==> src/rtl/n64adv2_joybus_sniffer_pkg.sv <==
// Shared joybus definitions for the sniffer: command codes, response
// lengths, FSM state encoding, the in-game-reset button combo and a
// bit-reverse helper used to put button frames in receive order.
package n64adv2_joybus_sniffer_pkg;

  localparam logic [7:0]  CMD_STATUS  = 8'h00;
  localparam logic [7:0]  CMD_BUTTONS = 8'h01;
  localparam logic [7:0]  CMD_RESET   = 8'hFF;

  localparam int          LEN_STATUS  = 24;
  localparam int          LEN_BUTTONS = 32;

  // A + B + Z + Start + L + R (bit i = i-th received button bit)
  localparam logic [15:0] IGR_RESET   = 16'h0C0F;

  typedef enum logic [1:0] {
    WAIT4N64 = 2'd0,
    N64_RD   = 2'd1,
    CTRL_RD  = 2'd2
  } jb_state_e;

  function automatic logic [31:0] bit_rev32(input logic [31:0] v);
    logic [31:0] r;
    for (int i = 0; i < 32; i++) r[i] = v[31-i];
    return r;
  endfunction

endpackage

==> src/rtl/n64adv2_joybus_port.sv <==
// One sniffed joybus line: synchroniser/edge history, bit-timing counter,
// decode FSM and shift register.
// Ports:
//   CTRL_CLK, CTRL_RST  clock, synchronous active-high reset
//   ctrl_i              raw joybus line (asynchronous)
//   en_i                port enable; low holds the FSM idle
//   done_o              one-cycle pulse on the final decoding negedge
//   btn_o               frame kind of done_o: 1 = button, 0 = status
//   data_o              button frame, bit i = i-th received bit (valid with done_o)
//   dev_o               status device type, first bit at MSB (valid with done_o)
//   tout_o              one-cycle pulse: timeout inside a frame
module n64adv2_joybus_port
  import n64adv2_joybus_sniffer_pkg::*;
#(
  parameter int CNT_W = 8
) (
  input  logic        CTRL_CLK,
  input  logic        CTRL_RST,
  input  logic        ctrl_i,
  input  logic        en_i,
  output logic        done_o,
  output logic        btn_o,
  output logic [31:0] data_o,
  output logic [15:0] dev_o,
  output logic        tout_o
);

  localparam logic [CNT_W-1:0] CNT_MAX = '1;

  jb_state_e        state_q, state_n;
  logic [2:0]       hist;
  logic [CNT_W-1:0] cnt, low_cnt;
  logic [30:0]      sr;
  logic [5:0]       bit_cnt;
  logic             btn_q;
  logic             nedge, pedge, sat, bit_w, last_bit;
  logic [31:0]      new_sr;

  // hist[1:0] double as the two synchroniser stages; hist[2] is the
  // previous synchronised value used for edge detection.
  assign nedge    = hist[2] & ~hist[1];
  assign pedge    = ~hist[2] & hist[1];
  assign sat      = (cnt == CNT_MAX);
  // low phase shorter than high phase -> 1; a tie decodes as 0
  assign bit_w    = (low_cnt < cnt);
  assign new_sr   = {sr, bit_w};
  assign last_bit = (bit_cnt == (btn_q ? 6'(LEN_BUTTONS-1) : 6'(LEN_STATUS-1)));

  always_ff @(posedge CTRL_CLK) begin
    if (CTRL_RST) begin
      hist    <= 3'b111;
      cnt     <= '0;
      low_cnt <= '0;
    end else begin
      hist <= {hist[1:0], ctrl_i};
      if (nedge || pedge) cnt <= '0;
      else if (!sat)      cnt <= cnt + 1'b1;
      if (pedge) low_cnt <= cnt;
    end
  end

  always_ff @(posedge CTRL_CLK) begin
    if (CTRL_RST) state_q <= WAIT4N64;
    else          state_q <= state_n;
  end

  always_comb begin
    state_n = state_q;
    case (state_q)
      WAIT4N64: if (nedge && sat) state_n = N64_RD;
      // 9th negedge ends the N64 stop bit: the command is complete in sr[7:0]
      N64_RD: begin
        if (sat) state_n = WAIT4N64;
        else if (nedge && bit_cnt == 6'd8)
          state_n = (sr[7:0] inside {CMD_STATUS, CMD_BUTTONS, CMD_RESET}) ? CTRL_RD : WAIT4N64;
      end
      CTRL_RD: begin
        if (sat)                    state_n = WAIT4N64;
        else if (nedge && last_bit) state_n = WAIT4N64;
      end
      default: state_n = WAIT4N64;
    endcase
    if (!en_i) state_n = WAIT4N64;
  end

  always_comb begin
    done_o = 1'b0;
    tout_o = 1'b0;
    if (en_i) begin
      case (state_q)
        N64_RD:  tout_o = sat && (bit_cnt != 6'd0);
        CTRL_RD: begin
          tout_o = sat;
          done_o = !sat && nedge && last_bit;
        end
        default: ;
      endcase
    end
  end

  assign btn_o  = btn_q;
  assign data_o = bit_rev32(new_sr);
  assign dev_o  = new_sr[23:8];

  always_ff @(posedge CTRL_CLK) begin
    if (CTRL_RST) begin
      sr      <= '0;
      bit_cnt <= '0;
      btn_q   <= 1'b0;
    end else if (state_q == WAIT4N64 && state_n == N64_RD) begin
      sr      <= '0;
      bit_cnt <= '0;
    end else if (state_q == N64_RD && state_n == CTRL_RD) begin
      sr      <= '0;
      bit_cnt <= '0;
      btn_q   <= (sr[7:0] == CMD_BUTTONS);
    end else if (nedge && !sat &&
                 ((state_q == N64_RD && bit_cnt < 6'd8) || state_q == CTRL_RD)) begin
      sr      <= new_sr[30:0];
      bit_cnt <= bit_cnt + 6'd1;
    end
  end

endmodule

==> src/rtl/n64adv2_joybus_sniffer.sv <==
// Passive multi-port joybus sniffer. Publishes button frames and status
// device types per port with a toggle-acknowledge handshake.
// Optional feature macro: N64ADV2_JOYBUS_IGR_EN (in-game-reset combo detect).
// Ports:
//   CTRL_CLK, CTRL_RST  clock, synchronous active-high reset
//   CTRL_i              raw joybus lines
//   port_en_i           per-port enable
//   data_tack_i         per-port acknowledge toggle
//   use_igr_i           IGR detection enable
//   ctrl_data_o         last button frame per port (32 bits each)
//   dev_type_o          last device type per port (16 bits each)
//   new_data_o          unacknowledged button frame pending
//   err_o               sticky timeout/overrun flag
//   igr_req_o           one-cycle IGR request
module n64adv2_joybus_sniffer
  import n64adv2_joybus_sniffer_pkg::*;
#(
  parameter int NUM_PORTS = 1,
  parameter int CNT_W     = 8,
  parameter int IGR_HOLD  = 4
) (
  input  logic                     CTRL_CLK,
  input  logic                     CTRL_RST,
  input  logic [NUM_PORTS-1:0]     CTRL_i,
  input  logic [NUM_PORTS-1:0]     port_en_i,
  input  logic [NUM_PORTS-1:0]     data_tack_i,
  input  logic                     use_igr_i,
  output logic [32*NUM_PORTS-1:0]  ctrl_data_o,
  output logic [16*NUM_PORTS-1:0]  dev_type_o,
  output logic [NUM_PORTS-1:0]     new_data_o,
  output logic [NUM_PORTS-1:0]     err_o,
  output logic                     igr_req_o
);

  logic [NUM_PORTS-1:0] tack_q, tack_tgl;

  always_ff @(posedge CTRL_CLK) begin
    if (CTRL_RST) tack_q <= '0;
    else          tack_q <= data_tack_i;
  end
  assign tack_tgl = tack_q ^ data_tack_i;

`ifdef N64ADV2_JOYBUS_IGR_EN
  logic [NUM_PORTS-1:0] trig, win;

  // only the lowest triggering port consumes its hold count
  always_comb begin
    logic found;
    found = 1'b0;
    win   = '0;
    for (int p = 0; p < NUM_PORTS; p++) begin
      win[p] = trig[p] & ~found;
      found  = found | trig[p];
    end
  end

  always_ff @(posedge CTRL_CLK) begin
    if (CTRL_RST) igr_req_o <= 1'b0;
    else          igr_req_o <= |trig;
  end
`else
  logic unused_igr;
  assign unused_igr = use_igr_i;
  assign igr_req_o  = 1'b0;
`endif

  for (genvar p = 0; p < NUM_PORTS; p++) begin : g_port
    logic        done, btn, tout;
    logic [31:0] data, latch_q, ctrl_q;
    logic [15:0] dev, dev_q;
    logic        pend_q, nd_q, err_q;

    n64adv2_joybus_port #(.CNT_W(CNT_W)) u_port (
      .CTRL_CLK (CTRL_CLK),
      .CTRL_RST (CTRL_RST),
      .ctrl_i   (CTRL_i[p]),
      .en_i     (port_en_i[p]),
      .done_o   (done),
      .btn_o    (btn),
      .data_o   (data),
      .dev_o    (dev),
      .tout_o   (tout)
    );

    // button frame parks in latch_q for one cycle before publishing
    always_ff @(posedge CTRL_CLK) begin
      if (CTRL_RST) begin
        latch_q <= '0;
        pend_q  <= 1'b0;
        ctrl_q  <= '0;
        dev_q   <= '0;
        nd_q    <= 1'b0;
        err_q   <= 1'b0;
      end else begin
        pend_q <= done & btn;
        if (done & btn)  latch_q <= data;
        if (done & ~btn) dev_q   <= dev;
        if (pend_q)      ctrl_q  <= latch_q;
        // set beats acknowledge
        if (pend_q)           nd_q <= 1'b1;
        else if (tack_tgl[p]) nd_q <= 1'b0;
        if (tout | (pend_q & nd_q)) err_q <= 1'b1;
        else if (tack_tgl[p])       err_q <= 1'b0;
      end
    end

    assign ctrl_data_o[32*p +: 32] = ctrl_q;
    assign dev_type_o[16*p +: 16]  = dev_q;
    assign new_data_o[p]           = nd_q;
    assign err_o[p]                = err_q;

`ifdef N64ADV2_JOYBUS_IGR_EN
    logic [3:0] hold_q, hold_nx;
    logic       combo;

    assign combo = (latch_q[15:0] == IGR_RESET);

    always_comb begin
      hold_nx = hold_q;
      if (pend_q) hold_nx = combo ? ((hold_q == 4'hF) ? hold_q : hold_q + 4'd1) : 4'd0;
    end

    assign trig[p] = use_igr_i && pend_q && combo && (hold_nx >= 4'(IGR_HOLD));

    always_ff @(posedge CTRL_CLK) begin
      if (CTRL_RST)    hold_q <= '0;
      else if (win[p]) hold_q <= '0;
      else             hold_q <= hold_nx;
    end
`endif
  end

endmodule
==> config.mk <==
export PLATFORM = sky130hd
export DESIGN_NAME = n64adv2_joybus_sniffer
export DESIGN_NICKNAME = d
export VERILOG_FILES = /design/src/rtl/n64adv2_joybus_sniffer_pkg.sv /design/src/rtl/n64adv2_joybus_port.sv /design/src/rtl/n64adv2_joybus_sniffer.sv
export SDC_FILE = /design/constraint.sdc
export NUM_CORES = 1
export LEC_CHECK = 0
export CAP_MARGIN = 15
export CORE_MARGIN = 3
export CORE_UTILIZATION = 45
export CTS_BUF_LIST = sky130_fd_sc_hd__clkbuf_8
export DETAILED_ROUTE_END_ITERATION = 16
export GPL_TIMING_DRIVEN = 0
export PLACE_DENSITY = 0.61
export SYNTH_ARGS = -nofsm -noshare
export SYNTH_HDL_FRONTEND = slang
export SYNTH_SLANG_ARGS = --single-unit
==> constraint.sdc <==
create_clock -name CTRL_CLK -period 7 [get_ports CTRL_CLK]
set_input_delay 1.4 -clock CTRL_CLK [delete_from_list [all_inputs] [get_ports CTRL_CLK]]
set_output_delay 1.4 -clock CTRL_CLK [all_outputs]
set_load 0.01 [all_outputs]
==> summary.md <==
| Metric | Value |
|---|---|
| Share of the synthesized area in the top cell type | 0.4990 |
| RSZ-0062 raised after global routing | no |
| Post-Place Cells | 787 |
| Die height | roughly 120 um |
| Met3 GRT Util | 0.05698 |
| Number of remaining DRC errors | 0 |
| Critical Path RT | 7320 ps |
| Crit Path Category | in -> reg |
| GRT Overall Usage | 0.1853 |
| Critical Path Fanout Max | 10 |
| Met2 GRT Util | 0.2924 |
| Worst hold path type | reg -> reg |
| Clock root buffer master | clkbuf_8 |
| Synth Warn # | 0 |
| Hold_buf cts | 0 |
| RePlAce Congestion | between 0.8 and 0.9 |
| Clock Tree Buf Depth | 2 |
| Core area | ~0.012 mm2 |
| Slew @ Worst Pin | roughly 850 ps |
| DR pass1 iterations | 4 |
| Fin. max-slew vios | 0 |
| Leading area contributor after synthesis | dfxtp_1 |
| Wire per inst | between 10 and 15 um |
| Final design utilization | 0.5667 |
| Post-synth EDFFs | 0 |
| Overflow after GRT | 0 |
| Sequential share of the synthesized area | 0.4990 |
| Fmax | approximately 0.33 GHz |
| Post-CTS setup buffer count | 0 |
| Num Clock Sinks | approximately 140 |
| Layer with the highest usage | met2 |
| Met1 GRT Util | 0.2403 |
| Share of cells above drive strength 1 | 0.07834 |
| Vias in the first global route | about 4200 |
| Wirelength, routed | about 12000 um |
| TNS Setup | 0 ps |
| Via count | 4128 |
| CTS-repair resized insts | 0 |
| Most frequent cells in the layout | 143 x dfxtp_1, 120 x mux2i_1, 107 x nor2_1 |
| H-tree levels | 4 |
| CTS tree | done |
| Reg clk slew, reported paths | 70 ps |
| Final #Nets | 660 |
| First-pass GRT wire length | 21000 um |
| Largest net degree at the start of global routing | 17 |
| Via/cell ratio | between 5 and 6 |
| Setup violators final | 0 |
| Mean Syn Cell Area | slightly above 10 um2 |
| Initial Utilization | 0.4698 |
| Fin crit share | 0.4376 |
| Max-cap violations | 0 |
| Critical path endpoint category | flip-flop |
| Antenna diode count | 0 |
| Outcome | finished clean |
| Fin. Hold Viols | 0 |
| Post-Syn Area | 0.005737 mm2 |
| # IOs | 57 |
| Antenna Nets Post-Route | 0 |
| Chip Width | around 120 um |
| Setup Skew | ~10 ps |
| Syn Inst Count | ~570 |
| Buffers added on ports | between 50 and 60 |
| Data arrival, critical path | between 3000 and 4000 ps |
| Row count | 40 |
| Area growth from synthesis to layout | 20.63% |
| Worst hold slack | between 400 and 500 ps |
| Synth async-reset ratio | 0 |
| Antenna violations before repair | 0 |
| Cell Pwr Density | 226.2 mW/mm2 |
| Worst ir drop on vdd | approximately 0.00015 V |
| Syn Nets | 588 |
| Tmin final | 3064 ps |
| Dominant cells by area after synthesis | dfxtp_1 50%, mux2i_1 21%, nor2_1 7.0% |
| Non-filler cells, final | between 800 and 900 |
| Commonest non-fill, non-tap cell in the layout | dfxtp_1 |
| Slew Limit Headroom | 0.4352 |
| Netlist cell types | 49 |
| HPWL Detailed | 8626 um |
| Die Area | 0.01414 mm2 |
| P_leak | 2.805 nW |
| Skew-Pair Late Insertion Delay | ~450 ps |
| Synthesized flop and latch total | approximately 140 |
| Most used DFF post-synth | dfxtp_1 |
| CP Launch Type | input pin |
| TritonCTS buffer count | 17 |
| Iter 0 DRT Violations | roughly 140 |
through the flow:
stage | cell area, um2 | total power [W] | setup WS [ps]
final | 6920 | 0.001565 | 3936
after global placement | 6477 | 0.0008703 | 3499
after global routing | 6920 | 0.001633 | 3862
after detailed placement | 6477 | 0.0008704 | 3505
after floorplan | 5737 | 0.0008587 | 4404
after CTS | 6920 | 0.001584 | 3988
where the power goes:
group	internal [W]	total (W)	switching (W)
sequential	0.000816	0.000818	0.00000247
clock	0.000413	0.000714	0.000301
combinational	0.0000103	0.0000329	0.0000226
total	0.00124	0.00157	0.000326
per-layer routing:
layer / vias to the layer above / part of all wire
met3: 12 / 0.047
li1: 2093 / -
met1: 1949 / 0.47
met5: - / 0
met4: 0 / 0.013
met2: 74 / 0.47
synthesized netlist by cell type, types with 2 or more instances:
cell / n
a21oi_1: 4
nor2b_1: 4
xnor2_1: 8
nand2b_1: 3
dfxtp_1: 143
nor4_1: 2
nand4_1: 7
buf_4: 2
o21ai_0: 6
mux2i_1: 120
inv_1: 16
or2_2: 3
buf_6: 3
nor3_2: 3
ha_1: 16
clkbuf_1: 24
and3_1: 2
nor3_1: 38
or4_1: 2
nand2_1: 6
a211oi_1: 2
nor2_1: 107
nand3_1: 9
buf_2: 8
a21o_1: 4
sequential cells by signal (all words and copies together), names as in the netlist:
signal	cells
ctrl_data_o	32
g_port.latch_q	32
g_port.u_port.sr	31
dev_type_o	16
g_port.u_port.cnt	8
g_port.u_port.low_cnt	8
g_port.u_port.bit_cnt	6
g_port.u_port.hist	3
g_port.u_port.state_q	2
err_o	1
g_port.pend_q	1
g_port.u_port.btn_o	1
new_data_o	1
tack_q	1
layout make-up:
type	instances	area, um2
Tap cell	168	210.2
Buffer	37	178.9
Clock buffer	20	275.3
Timing Repair Buffer	53	530.5
Clock inverter	12	167.7
Fill cell	1135	5291
Multi-Input combinational cell	370	2635
Inverter	16	60.06
Sequential cell	143	2863
final timing paths:
kind / startpoint / end / slack, ps / cells past startpoint
max: port_en_i / dev_type_o[6] / 3940 / 7
min: g_port[0].u_port.hist[0] / g_port[0].u_port.hist[1] / 420 / 1
max reg2reg: g_port[0].u_port.cnt[1] / g_port[0].u_port.bit_cnt[5] / 4430 / 9
min reg2reg: g_port[0].u_port.hist[0] / g_port[0].u_port.hist[1] / 420 / 1
worst max-delay path: stages:
cell and delay [ps]:
clkdlybuf4s50_1 540, and4_1 220, nor3b_1 280, buf_2 290, buf_2 360, mux2i_1 230, nor2_1 60
cell families (layout without fill, tap and decap cells):
family / after synthesis / after routing / share of synthesized area
xor gates and xnor gates: 9 / 9 / 0.01374
buffers and inverters: 53 / 138 / 0.04166
and+or+nand+nor: 195 / 195 / 0.1590
AOI/OAI and AO/OA: 28 / 28 / 0.03774
muxes: 121 / 121 / 0.2133
adders and majority gates: 16 / 16 / 0.03490
other: 1 / 1 / 0.0006537
DFF: 143 / 143 / 0.4990
Power figures use the tool's default switching activity.
